==> src/rtl/mem_arbiter.sv <==
// rtl/mem_arbiter.sv - round-robin arbiter sharing one memory port among NUM_PORTS requesters
//
// One transaction is in flight at a time. Each transaction moves through
// IDLE -> ISSUE -> WAIT -> IDLE, and its response is routed back to the port
// that was granted.
//
// Ports:
//   clk, rst_n          clock (rising edge) and asynchronous active-low reset
//   req_valid/ready     per-port request handshake; req_ready is one-hot or zero
//   req_we/addr/wdata/wstrb   packed per-port request fields; port i sits at slice i
//   resp_valid          one-cycle pulse to the owning port
//   resp_rdata          shared read-data bus; holds until the next response
//   mem_req_valid/ready memory request handshake
//   mem_we/addr/wdata/wstrb   latched request fields, stable until the handshake
//   mem_resp_valid      memory response (read data or write ack)
//   mem_rdata           memory read data
module mem_arbiter #(
    parameter int NUM_PORTS = 2,
    parameter int ADDR_W    = 32,
    parameter int DATA_W    = 32
) (
    input  logic                            clk,
    input  logic                            rst_n,
    input  logic [NUM_PORTS-1:0]            req_valid,
    output logic [NUM_PORTS-1:0]            req_ready,
    input  logic [NUM_PORTS-1:0]            req_we,
    input  logic [NUM_PORTS*ADDR_W-1:0]     req_addr,
    input  logic [NUM_PORTS*DATA_W-1:0]     req_wdata,
    input  logic [NUM_PORTS*(DATA_W/8)-1:0] req_wstrb,
    output logic [NUM_PORTS-1:0]            resp_valid,
    output logic [DATA_W-1:0]               resp_rdata,
    output logic                            mem_req_valid,
    input  logic                            mem_req_ready,
    output logic                            mem_we,
    output logic [ADDR_W-1:0]               mem_addr,
    output logic [DATA_W-1:0]               mem_wdata,
    output logic [DATA_W/8-1:0]             mem_wstrb,
    input  logic                            mem_resp_valid,
    input  logic [DATA_W-1:0]               mem_rdata
);

    localparam int SW = DATA_W / 8;
    localparam int GW = (NUM_PORTS > 1) ? $clog2(NUM_PORTS) : 1;

    typedef enum logic [1:0] {
        ST_IDLE,
        ST_ISSUE,
        ST_WAIT
    } state_t;

    state_t          state;
    logic [GW-1:0]   last_grant;
    logic [GW-1:0]   grant;

    logic [GW-1:0]   scan_idx;
    logic [GW-1:0]   winner_idx;
    logic            winner_found;

    logic            sel_we;
    logic [ADDR_W-1:0] sel_addr;
    logic [DATA_W-1:0] sel_wdata;
    logic [SW-1:0]     sel_wstrb;

    // Round-robin search: start one past the last completed grant and walk
    // forward with wrap, taking the first requesting port.
    always_comb begin
        winner_found = 1'b0;
        winner_idx   = '0;
        scan_idx     = last_grant;
        for (int k = 0; k < NUM_PORTS; k++) begin
            if (scan_idx == GW'(NUM_PORTS - 1)) begin
                scan_idx = '0;
            end else begin
                scan_idx = scan_idx + GW'(1);
            end
            if (!winner_found && req_valid[scan_idx]) begin
                winner_found = 1'b1;
                winner_idx   = scan_idx;
            end
        end
    end

    // Field mux for the winning port.
    always_comb begin
        sel_we    = 1'b0;
        sel_addr  = '0;
        sel_wdata = '0;
        sel_wstrb = '0;
        for (int i = 0; i < NUM_PORTS; i++) begin
            if (winner_idx == GW'(i)) begin
                sel_we    = req_we[i];
                sel_addr  = req_addr[i*ADDR_W +: ADDR_W];
                sel_wdata = req_wdata[i*DATA_W +: DATA_W];
                sel_wstrb = req_wstrb[i*SW +: SW];
            end
        end
    end

    // Acceptance is combinational so a request can be taken in the same
    // cycle the previous response is delivered.
    always_comb begin
        req_ready = '0;
        if (state == ST_IDLE && winner_found) begin
            req_ready[winner_idx] = 1'b1;
        end
    end

    always_ff @(posedge clk or negedge rst_n) begin
        if (!rst_n) begin
            state         <= ST_IDLE;
            last_grant    <= GW'(NUM_PORTS - 1);
            grant         <= '0;
            resp_valid    <= '0;
            resp_rdata    <= '0;
            mem_req_valid <= 1'b0;
            mem_we        <= 1'b0;
            mem_addr      <= '0;
            mem_wdata     <= '0;
            mem_wstrb     <= '0;
        end else begin
            resp_valid <= '0;
            case (state)
                ST_IDLE: begin
                    if (winner_found) begin
                        grant         <= winner_idx;
                        mem_we        <= sel_we;
                        mem_addr      <= sel_addr;
                        mem_wdata     <= sel_wdata;
                        mem_wstrb     <= sel_wstrb;
                        mem_req_valid <= 1'b1;
                        state         <= ST_ISSUE;
                    end
                end
                ST_ISSUE: begin
                    // A response arriving alongside the handshake is not counted.
                    if (mem_req_ready) begin
                        mem_req_valid <= 1'b0;
                        state         <= ST_WAIT;
                    end
                end
                ST_WAIT: begin
                    if (mem_resp_valid) begin
                        resp_valid <= NUM_PORTS'(1) << grant;
                        resp_rdata <= mem_rdata;
                        last_grant <= grant;
                        state      <= ST_IDLE;
                    end
                end
                default: begin
                    state <= ST_IDLE;
                end
            endcase
        end
    end

endmodule
==> config.mk <==
export PLATFORM = sky130hd
export DESIGN_NAME = mem_arbiter
export DESIGN_NICKNAME = d
export VERILOG_FILES = /design/src/rtl/mem_arbiter.sv
export SDC_FILE = /design/constraint.sdc
export NUM_CORES = 1
export LEC_CHECK = 0
export ABC_AREA = 0
export ABC_CLOCK_PERIOD_IN_PS = 2400
export CAP_MARGIN = 40
export CORE_ASPECT_RATIO = 0.75
export CORE_MARGIN = 4
export CORE_UTILIZATION = 31
export DETAILED_ROUTE_END_ITERATION = 10
export PLACE_DENSITY_LB_ADDON = 0.08
export SYNTH_ARGS = -nofsm -noshare
export SYNTH_HDL_FRONTEND = slang
export SYNTH_SLANG_ARGS = --single-unit
==> constraint.sdc <==
create_clock -name clk -period 2.4 [get_ports clk]
set_clock_uncertainty 0.2 [all_clocks]
set_input_delay 0.36 -clock clk [delete_from_list [all_inputs] [get_ports clk]]
set_output_delay 0.36 -clock clk [all_outputs]
set_load 0.005 [all_outputs]
==> summary.md, run 1 <==
| Metric | Value |
|---|---|
| Status | `finished, final reports clean` |
| Post-route ant nets | `0` |
| Tot GR Track Use | `0.188` |
| Detailed placer's ending HPWL | `11.6 mm` |
| Syn_nets | `510` |
| Mean Syn Cell Area | `13.8 um^2` |
| Die height | `~110 um` |
| NumNets Final | `roughly 800` |
| CP arrival | `about 1.8 ns` |
| Number of global-route vias before repair | `between 4000 and 5000` |
| Port bufs | `between 200 and 300` |
| Max Slew Vio Count | `0` |
| Drt drc | `0` |
| Synth top area share | `0.582` |
| CP Cell Sequence | `nor2_2 > and3_2 > clkdlybuf4s50_1` |
| Post-Route WL | `roughly 16 mm` |
| # Post-CTS Setup Buffers | `0` |
| Max_cap viols | `0` |
| CTS buffer count | `9` |
| Ant diodes | `0` |
| Leak | `3.23 nW` |
| Slew @ Worst Pin | `0.572 ns` |
| Mapped Area | `around 0.0046 mm^2` |
| CTS H-Tree Depth | `3` |
| CTS clk-pin slew, worst paths | `0.07 ns` |
| Max Clk Rate | `roughly 430 MHz` |
| Synth async-reset ratio | `1.00` |
| Relative slew slack | `0.619` |
| Worst setup EP type | `output pin` |
| Yosys warns | `0` |
| Min Tclk post-route | `approximately 2.3 ns` |
| First-pass GRT wire length | `between 20 and 25 mm` |
| Avg WL per Cell | `around 20 um` |
| Core area | `about 0.015 mm^2` |
| Largest net degree at the start of global routing | `70` |
| Critical path type | `flip-flop to output pin` |
| Hold Path Class | `flip-flop to flip-flop` |
| Final setup violating endpoints | `0` |
| Delay-heaviest family, CP | `buffers and inverters` |
| CTS Sinks | `about 110` |
| Post-synthesis sequential area ratio | `0.588` |
| IO Pins | `approximately 280` |
| Final Cycle Share | `0.962` |
| Clk buf depth | `2` |
| TritonCTS clock tree | `yes` |
| Initial DRT Pass Iterations | `5` |
| FF+latch count, synth | `about 110` |
| Fillers | `around 1200` |
| Synth cell count leaders | `dfrtp_1 (107), a221o_1 (69), o21a_1 (69), mux2_2 (32), buf_2 (18)` |
| Post-Place Cells | `a little under 800` |
| Ranking of synthesized cells by area | `dfrtp_1 (58%), a221o_1 (15%), o21a_1 (11%)` |
| CP Launch Type | `flip-flop` |
| Cell variety after synth | `18` |
| Gp weighted congestion | `approximately 0.77` |
| Vias post-DR | `around 4000` |
| Starting Density | `0.317` |
| Worst-path maximum fanout | `6` |
| Worst-Skew Late Latency | `~0.34 ns` |
| Die Wd | `~150 um` |
| Critical-path top delay cell | `clkdlybuf4s50_1` |
| Layout cells sized above 1 | `0.102` |
| CP max stage delay | `just over 0.5 ns` |
| Layout Area Growth over Synthesis | `71.9%` |
| Vias/cell | `roughly 5.1` |
| Power density over the cells | `about 1200 mW/mm^2` |
| CTS root buffer | `clkbuf_16` |
| Die area | `0.0169 mm^2` |
| Row Count | `38` |
| Non-Filler Instances | `approximately 810` |
| Worst VDD drop | `approximately 0.00069 V` |
| Final TNS setup | `0 ns` |
| Synth area leader | `dfrtp_1` |
| Count leader, synth | `dfrtp_1` |
| Initial DRC count | `158` |
| Grt total ovfl | `0` |
| Final Hold Viols | `0` |
| Initial antenna violation count | `0` |
| WP buf/inv | `1` |
| Required @ worst endpoint | `1.84 ns` |
| Cells after synthesis | `~330` |
| Ys flop type | `dfrtp_1` |
| RSZ-0062 raised after global routing | `no` |
| EDFF count, synth | `0` |
layer usage:
| metal | vias to the layer above | global-route usage | part of all wire |
|---|---|---|---|
| li1 | 1842 | - | - |
| met1 | 2028 | 0.229 | 0.41 |
| met2 | 198 | 0.306 | 0.48 |
| met3 | 17 | 0.0766 | 0.10 |
| met4 | 0 | 0.0603 | 0.016 |
| met5 | - | 0 | 0 |
per-stage QoR:
| stage | setup WS (ns) | util | cell area (um^2) | hold WS, ns | power, mW |
|---|---|---|---|---|---|
| finish | 0.0916 | 0.545 | 7900 | 0.272 | 9.26 |
| global route | 0.0210 | 0.545 | 7900 | 0.316 | 9.87 |
| CTS | 0.0228 | 0.545 | 7900 | 0.276 | 9.39 |
| detailed placement | 0.175 | 0.524 | 7590 | 0.159 | 7.82 |
| global placement | 0.185 | 0.524 | 7590 | 0.149 | 7.74 |
| floorplan | 0.749 | - | 4600 | -0.136 | 5.31 |
placed cells by master (no fill, tap or decap):
cell	count
a21o_1	1
a221o_1	69
and3_2	2
buf_12	5
buf_4	6
bufinv_16	1
clkbuf_1	3
clkbuf_16	9
clkbuf_8	1
clkdlybuf4s50_1	280
clkinv_4	1
clkinvlp_4	1
dfrtp_1	107
dfstp_2	1
dlygate4sd3_1	1
inv_1	1
mux2_2	32
nand2_1	4
nand2b_1	3
nand3b_1	2
nor2_1	3
nor2_2	1
nor2_4	1
o21a_1	69
o21ai_0	2
o22ai_1	1
or2_2	1
layout make-up:
class                   count  area [um^2]  share of cell area
clock buffers              13          250              0.0317
well taps                 200          250              0.0317
repair buffers            292         2960               0.374
flip-flops and latches    108         2700               0.342
clock inverters             3         46.3             0.00586
multi-input cells         191         1690               0.214
inverters                   1         3.75            0.000475
where the power goes:
group,internal (mW),total [mW],switching (mW)
clock,0.842,1.50,0.655
sequential,2.71,3.20,0.492
combinational,2.92,4.56,1.64
worst paths after layout:
kind                                      startpoint                         end  slack (ns)  cells past startpoint
worst max-delay path            state[1]$_DFFE_PN0P_                req_ready[0]        0.09                      3
worst min-delay path               grant$_DFFE_PN0N_     resp_valid[0]$_DFF_PN0_        0.27                      1
worst max register to register  state[1]$_DFFE_PN0P_   mem_wdata[29]$_DFFE_PN0N_        0.36                      4
worst min register to register     grant$_DFFE_PN0N_     resp_valid[0]$_DFF_PN0_        0.27                      1
max in group asynchronous                      rst_n   mem_wdata[14]$_DFFE_PN0N_        1.07                      3
min in group asynchronous                      rst_n  resp_rdata[24]$_DFFE_PN0P_        0.31                      2
logic make-up (layout without fill, tap and decap cells):
group                  after synthesis  in the layout  synth area share
AO/OA/AOI/OAI                      142            142             0.268
flip-flops                         108            108             0.588
buffers and inverters               35            309            0.0465
multiplexers                        32             32            0.0784
AND/OR/NAND/NOR                     17             17            0.0188
state kept, by name, indices dropped and copies added (netlist names):
register,cells
resp_rdata,32
last_grant,1
mem_we,1
mem_wstrb,4
grant,1
mem_addr,32
mem_wdata,32
resp_valid,2
state,2
mem_req_valid,1
repair_timing:
| item | in CTS | in global routing |
|---|---|---|
| hold endpoints to repair | 30 | 0 |
| hold buffers | 1 | 0 |
| endpoints found under the setup margin | 0 | 2 |
| resized for setup | 0 | 1 |
Note: power is estimated with default switching activity, not from simulation.
==> run 2: changes to the inputs <==
--- a/config.mk
+++ b/config.mk
@@ -13,6 +13,7 @@
 export CORE_UTILIZATION = 31
 export DETAILED_ROUTE_END_ITERATION = 10
 export PLACE_DENSITY_LB_ADDON = 0.08
+export SLEW_MARGIN = 20
 export SYNTH_ARGS = -nofsm -noshare
 export SYNTH_HDL_FRONTEND = slang
 export SYNTH_SLANG_ARGS = --single-unit
==> results of run 2 <==
No change in the layout: final DEF, timing and power equal those of run 1.
